==> src/rtl/vga_sync_generator.sv <==
// vga_sync_generator
//
// Raster timing generator for the image pixel controller. It walks a
// horizontal/vertical counter pair across the full frame (active area plus
// porches and sync) and drives hsync/vsync, the video_on blanking qualifier,
// line/frame markers and a free-running completed-frame counter.
// The defaults give 640x480 at 60 Hz from a 25 MHz pixel clock.
//
// Ports
//   clk          pixel clock, the only clock
//   reset        synchronous, active-high; takes priority over pix_en
//   pix_en       advance strobe; the raster moves one pixel per enabled edge
//   hsync        horizontal sync, asserted level = SYNC_POL
//   vsync        vertical sync, asserted level = SYNC_POL
//   video_on     high while (curr_x, curr_y) lies in the visible area
//   curr_x       horizontal position, 0..H_TOTAL-1
//   curr_y       vertical position, 0..V_TOTAL-1
//   line_start   high while curr_x == 0
//   frame_start  high while curr_x == 0 and curr_y == 0
//   frame_count  completed frames, wraps 255 -> 0
//
// Handshake: there is no valid/ready pair. pix_en is a plain qualifier; an
// edge with pix_en=1 advances the raster by one position, an edge with
// pix_en=0 leaves every output unchanged.
//
// Every output is a register loaded from the *next* counter values, so the
// flags are always aligned with the curr_x/curr_y pair being presented.

module vga_sync_generator #(
    parameter int   H_ACTIVE = 640,
    parameter int   H_FP     = 16,
    parameter int   H_SYNC   = 96,
    parameter int   H_BP     = 48,
    parameter int   V_ACTIVE = 480,
    parameter int   V_FP     = 10,
    parameter int   V_SYNC   = 2,
    parameter int   V_BP     = 33,
    parameter logic SYNC_POL = 1'b0
) (
    input  logic       clk,
    input  logic       reset,
    input  logic       pix_en,
    output logic       hsync,
    output logic       vsync,
    output logic       video_on,
    output logic [9:0] curr_x,
    output logic [9:0] curr_y,
    output logic       line_start,
    output logic       frame_start,
    output logic [7:0] frame_count
);

    localparam int H_TOTAL = H_ACTIVE + H_FP + H_SYNC + H_BP;
    localparam int V_TOTAL = V_ACTIVE + V_FP + V_SYNC + V_BP;

    // The counters are 10 bits wide, so neither total may exceed 1024.
    generate
        if (H_TOTAL > 1024 || V_TOTAL > 1024) begin : g_bad_totals
            $error("vga_sync_generator: H_TOTAL and V_TOTAL must be <= 1024");
        end
    endgenerate

    // Boundaries held at 11 bits so a total of exactly 1024 still compares
    // correctly against the zero-extended 10-bit counters.
    localparam logic [10:0] H_LAST     = 11'(H_TOTAL - 1);
    localparam logic [10:0] H_VIS      = 11'(H_ACTIVE);
    localparam logic [10:0] H_SYNC_BEG = 11'(H_ACTIVE + H_FP);
    localparam logic [10:0] H_SYNC_END = 11'(H_ACTIVE + H_FP + H_SYNC);
    localparam logic [10:0] V_LAST     = 11'(V_TOTAL - 1);
    localparam logic [10:0] V_VIS      = 11'(V_ACTIVE);
    localparam logic [10:0] V_SYNC_BEG = 11'(V_ACTIVE + V_FP);
    localparam logic [10:0] V_SYNC_END = 11'(V_ACTIVE + V_FP + V_SYNC);

    logic       x_wrap;
    logic       y_wrap;
    logic [9:0] x_next;
    logic [9:0] y_next;
    logic [7:0] fc_next;
    logic [10:0] x_next_ext;
    logic [10:0] y_next_ext;
    logic       hsync_next;
    logic       vsync_next;
    logic       video_on_next;
    logic       line_start_next;
    logic       frame_start_next;

    // Next raster position and the flags derived from it.
    always_comb begin
        x_wrap  = ({1'b0, curr_x} == H_LAST);
        y_wrap  = ({1'b0, curr_y} == V_LAST);
        x_next  = x_wrap ? 10'd0 : curr_x + 10'd1;
        y_next  = curr_y;
        fc_next = frame_count;

        // The vertical counter only moves on the line wrap; the frame
        // counter only moves when both counters wrap together.
        if (x_wrap) begin
            y_next = y_wrap ? 10'd0 : curr_y + 10'd1;
            if (y_wrap) begin
                fc_next = frame_count + 8'd1;
            end
        end

        x_next_ext = {1'b0, x_next};
        y_next_ext = {1'b0, y_next};

        hsync_next = ((x_next_ext >= H_SYNC_BEG) && (x_next_ext < H_SYNC_END))
                     ? SYNC_POL : ~SYNC_POL;
        vsync_next = ((y_next_ext >= V_SYNC_BEG) && (y_next_ext < V_SYNC_END))
                     ? SYNC_POL : ~SYNC_POL;
        video_on_next    = (x_next_ext < H_VIS) && (y_next_ext < V_VIS);
        line_start_next  = (x_next == 10'd0);
        frame_start_next = (x_next == 10'd0) && (y_next == 10'd0);
    end

    always_ff @(posedge clk) begin
        if (reset) begin
            curr_x      <= 10'd0;
            curr_y      <= 10'd0;
            frame_count <= 8'd0;
            hsync       <= ~SYNC_POL;
            vsync       <= ~SYNC_POL;
            video_on    <= 1'b1;
            line_start  <= 1'b1;
            frame_start <= 1'b1;
        end else if (pix_en) begin
            curr_x      <= x_next;
            curr_y      <= y_next;
            frame_count <= fc_next;
            hsync       <= hsync_next;
            vsync       <= vsync_next;
            video_on    <= video_on_next;
            line_start  <= line_start_next;
            frame_start <= frame_start_next;
        end
    end

endmodule

==> config.mk <==
export PLATFORM = sky130hd
export DESIGN_NAME = vga_sync_generator
export DESIGN_NICKNAME = d
export VERILOG_FILES = /design/src/rtl/vga_sync_generator.sv
export SDC_FILE = /design/constraint.sdc
export NUM_CORES = 1
export LEC_CHECK = 0
export ABC_AREA = 1
export CORE_AREA = 2 2 69 71
export CTS_BUF_LIST = sky130_fd_sc_hd__clkbuf_8
export DETAILED_ROUTE_END_ITERATION = 8
export DIE_AREA = 0 0 71 73
export PLACE_DENSITY = 0.86
export SLEW_MARGIN = 20
export SYNTH_ARGS = -nofsm -noshare
export SYNTH_HDL_FRONTEND = slang
export SYNTH_SLANG_ARGS = --single-unit
==> constraint.sdc <==
create_clock -name clk -period 1.64 [get_ports clk]
set_input_delay 0.328 -clock clk [delete_from_list [all_inputs] [get_ports clk]]
set_output_delay 0.328 -clock clk [all_outputs]
set_load 0.005 [all_outputs]
# Word level (Yosys, flattened, before mapping)
# Cells that the tools add are included.
# Widths: inputs -> output; s select.
# totals
in_bits	3
latch_bits	0
mem_bits_ro	0
elab_cells	31
ramBits	0
n_memories	0
ff_bits	33
out_inout_bits	33
# op_classes
muxes	5
div_mod_pow	0
n_reduce_logical	7
magnitude_cmp	6
shifts	0
n_addsub	3
n_bitwise	0
eq_ne	2
multipliers	0
# op_table
op	n
$mux 10	3
$add 10x1->10 const B	2
$eq 10x10->1 const B	2
$logic_not 10->1	2
$lt 10x10->1 const B	2
$lt 10x9->1 const B	2
$ge 10x10->1 const B	1
$ge 10x9->1 const B	1
$add 8x1->8 const B	1
$logic_and 1x1->1	4
$reduce_and 3->1	1
$mux 1	2

# Longest topological paths before layout
# depth
ltp_word	6
depth_mapped	14
ltp_nobuf	13

# Worst setup path before layout
# Ideal clock, no wire load.
# synth_path
kind	flip-flop to flip-flop
start	reg curr_x[0]
end	reg frame_count[4]
setup_slack_ns	-0.082
n_path_buf	0
path_stages_with_launch	11
synth_period_minus_slack_ns	1.722
t_required_ns	1.525
setup_time_ns	0.115
arrival_time_ns	1.607
cell_sequence	dfxtp_1 ha_1 nand2_2 nor2_8 nand3_4 nor2_4 nand2_4 nor3b_2 nand3_1 nand2_1 nor2_1
# synth_between
elab_chain_cells	2
# synth_lines
element	line_no	text
start: declaration	46	output logic [9:0] curr_x,
start signal: assignment	127	curr_x <= x_next;
$eq 10x10->1	89	x_wrap = ({1'b0, curr_x} == H_LAST);
$reduce_and 3->1 (no source line)	-	
end signal: assignment	129	frame_count <= fc_next;
end: declaration	50	output logic [7:0] frame_count
# Every way passes these cells.
# A chain may end at the register's enable or synchronous reset.

# Worst setup path in the final report
# layout_path
start	reg curr_x[1]
end	reg frame_start
# layout_between
elab_chain_cells	4
elab_cells_between_ends	7
cone_classes	1 x add/sub; 1 x eq/ne; 2 x mux; 3 x reduce/logical
# layout_lines
element	line_no	text
$add 10x1->10 / $eq 10x10->1 (equally long branches)	91, 89	
$mux 10 (on tied branches)	91, 97	
$logic_not 10->1	113	frame_start_next = (x_next == 10'd0) && (y_next == 10'd0);
$logic_and 1x1->1 (*)	113	
end signal: assignment	134	frame_start <= frame_start_next;
end: declaration	49	output logic frame_start,
# Mark *: on every way between the ends. The rest lies on a longest branch, timed or not.

==> run summary <==
outcome - finished, violations left
failing checks - setup timing
pwr dens - 587.1 nW/um^2
final core utilization - 72.47%
post-DP HPWL - 4.514 mm
# fillers - 339
Area Growth Syn to Fin - 54.44%
hold endpoint - frame_count[1]$_SDFFE_PP0P_
Clk pin slew, worst setup/hold paths - 0.07 ns
Sw Ratio - 30.70%
Hold WS - 0.4931 ns
initial core utilization - 46.92%
total CTS buffers - 5
Clock Sink Count - 33
H-tree depth - 2
worst r2r path cells - 12
Multi-input gate area - 1440 sq um
sequential fraction of the synthesis area - 31.04%
#FFs+latches synth - 33
CTS Hold Bufs - 0
initial antenna violation count - 0
achievable clock frequency - 577.8 MHz
syn_nets - 348
worst setup margin - -0.09079 ns
ant diodes - 0
Chip Height - 73 microns
Vias/cell - 5.577
slowest cell on the critical path - dfxtp_2
Clock Skews - 0.01212 ns
CTS tree - yes
worst slew pin tran - 0.2762 ns
DR pass1 iterations - 8
relative slew slack - 81.39%
worst min-delay path startpoint - frame_count[1]$_SDFFE_PP0P_
reg2reg end - frame_start$_SDFFE_PP1P_
Vias - 2716
RSZ-0062 raised after global routing - yes
R2R setup slack - -0.09 ns
All-Layer GR Usage - 26.31%
clock share of power - 32.1%
number of flops mapped to enable cells by yosys - 0
total of max-cap violations - 0
Synth warnings - 0
Worst-Skew Late Latency - 0.30 ns
clock buffer depth - 2
WL/cell - 14.58 microns
Cell Chain, Critical Path - ha_4 -> nand2_4 -> nor2_8 -> inv_6 -> nor2_8 -> buf_6 -> nor2_2 -> nor2_1 -> nand4_1 -> nor2_2 -> nand3_1 -> nand2_1
r2r startpoint - curr_x[1]$_SDFFE_PP0P_
register area - 688.2 sq um
number of port buffers - 35
ratio of cells with drive above 1 in the final layout - 30.95%
Final Max Slew Viols - 0
largest net degree at the start of global routing - 19
Pint - 1338 uW
GR Overflow Total - 0
# rows - 25
cells after synthesis - 341
antenna viol nets, final - 0
DIE AREA - 5183 sq um
Netlist cell types - 32
Mean Syn Cell Area - 6.241 sq um
mapped cell area - 2128 sq um
final setup vio count - 10
Placeable Area - 4536 sq um
CP Capture Type - flop
highest-count cells in the layout ignoring fill and taps - nand2_1, buf_4, inv_1
Max rail drop VDD - 382.0 uV
DRC violations left - 0
Comb power frac - 22.4%
vias in the first global route - 2373
CP max stage delay - 0.36 ns
DR iter-0 viols - 427
Critical Path AT - 1.97 ns
Die X-Extent - 71 microns
CTS Root Cell - clkbuf_8
Hold Fails Final Rpt - 0
Flop pwr share - 45.5%
Ports - 36
CP required - 1.88 ns
Pleak - 0.001583 uW
Routed WL - 7.102 mm
Worst Hold Depth - 2
GPL Wtd Cong - 0.9625
Synth top area share - 31.04%
fin crit share - 105.5%
fin crit period - 1.731 ns
final net count - 439
commonest non-fill, non-tap cell in the layout - nand2_1
Top FF cell, synth - dfxtp_1
CP max FO - 5
Async S/R FF share, synth - 0%
startpoint class of the critical path - flop
leading area contributor after synthesis - dfxtp_1
largest cells by area after synthesis - dfxtp_1, nand2_1, inv_1, nor2_1, a21oi_1
worst min-delay path class - reg -> reg
P_sw - 592.4 uW
CP Class - reg -> reg
setup TNS - -0.5231 ns
first-pass GRT wire length - 10.85 mm
[critical path: cells and delay by family (launching register included)]
kind	cells	cell delay [ns]
AND/OR/NAND/NOR	9	0.96
flip-flops	1	0.36
buffers and inverters	2	0.19
adder cells (fa/ha/maj)	1	0.15
[worst max-delay path by stage]
stage                                 startpoint                     endpoint  depth (start not counted)
after floorplan           curr_x[0]$_SDFFE_PP0P_           vsync$_SDFFE_PP1P_                         11
after global placement    curr_x[0]$_SDFFE_PP0P_     frame_start$_SDFFE_PP1P_                         12
after detailed placement  curr_x[0]$_SDFFE_PP0P_           vsync$_SDFFE_PP1P_                         12
after CTS                 curr_x[0]$_SDFFE_PP0P_  frame_count[7]$_SDFFE_PP0P_                         10
after global routing      curr_y[1]$_SDFFE_PP0P_     frame_start$_SDFFE_PP1P_                         13
final                     curr_x[1]$_SDFFE_PP0P_     frame_start$_SDFFE_PP1P_                         12
[registers in the layout, summed over array words and instances (netlist names)]
register,cells
curr_x,10
curr_y,10
frame_count,8
frame_start,1
hsync,1
line_start,1
video_on,1
vsync,1
[power by group through the flow]
stage,registers [uW],clock network (uW),logic (uW)
floorplan,902,0,166
global placement,888,0,377
detailed placement,889,0,384
CTS,877,619,401
global route,881,645,472
finish,878,620,431
[area by class of cell]
| class | instances | share of cell area (%) |
|---|---|---|
| multi-input cells | 255 | 43.81 |
| clock inverters | 3 | 0.4187 |
| well taps | 54 | 2.056 |
| flip-flops and latches | 33 | 20.94 |
| repair buffers | 93 | 25.43 |
| inverters | 44 | 5.253 |
| clock buffers | 5 | 2.094 |
[kinds of logic (layout without fill, tap and decap cells)]
| group | after synthesis | after routing | synth area share (%) |
|---|---|---|---|
| buf+inv | 55 | 145 | 10.64 |
| fa+ha+maj | 4 | 4 | 2.352 |
| flops | 33 | 33 | 31.04 |
| xor+xnor | 2 | 2 | 0.8232 |
| compound gates | 58 | 58 | 14.11 |
| simple gates | 189 | 191 | 41.04 |
[timing repair]
item | CTS | global route
endpoints found under the hold margin | 0 | 0
resized for setup | 33 | 48
setup buffers | 6 | 3
cloned | 2 | 0
pin swaps | 11 | 21
endpoints found under the setup margin | 19 | 27
[metrics by stage]
stage	total power, uW	setup slack [ns]	instance area, sq um	instances
6_report	1930	-0.09079	3287	487
2_1_floorplan	1068	0.01007	2132	341
3_3_place_gp	1265	-0.1279	2882	468
5_1_grt	1999	-0.2003	3287	487
3_5_place_dp	1273	-0.1397	2882	468
4_1_cts	1898	-0.08639	3126	484
[routing by layer]
layer	part of all wire, %	up-vias	routed length (microns)	GRT usage, %
met5	0	-	0	0
met4	3.3	0	235	11.11
met3	7.6	36	537	5.110
met2	49	164	3479	45.17
met1	40	1239	2849	32.24
li1	-	1277	-	-
[synthesized netlist by cell type, types with 2 or more instances]
master    number
o21ai_0       25
a21oi_1       27
nor2_1        41
nor2_4         2
a211oi_1       2
nand2_1       96
xor2_1         2
nand3_1       27
inv_1         42
a31oi_1        2
nor3_1         4
nand4_1        6
nand2_2        2
ha_1           4
nand3b_1       2
clkbuf_1       6
dfxtp_1       33
nor2_8         2
inv_2          2
buf_6          2
No activity file was read; power rests on OpenSTA's default activity.
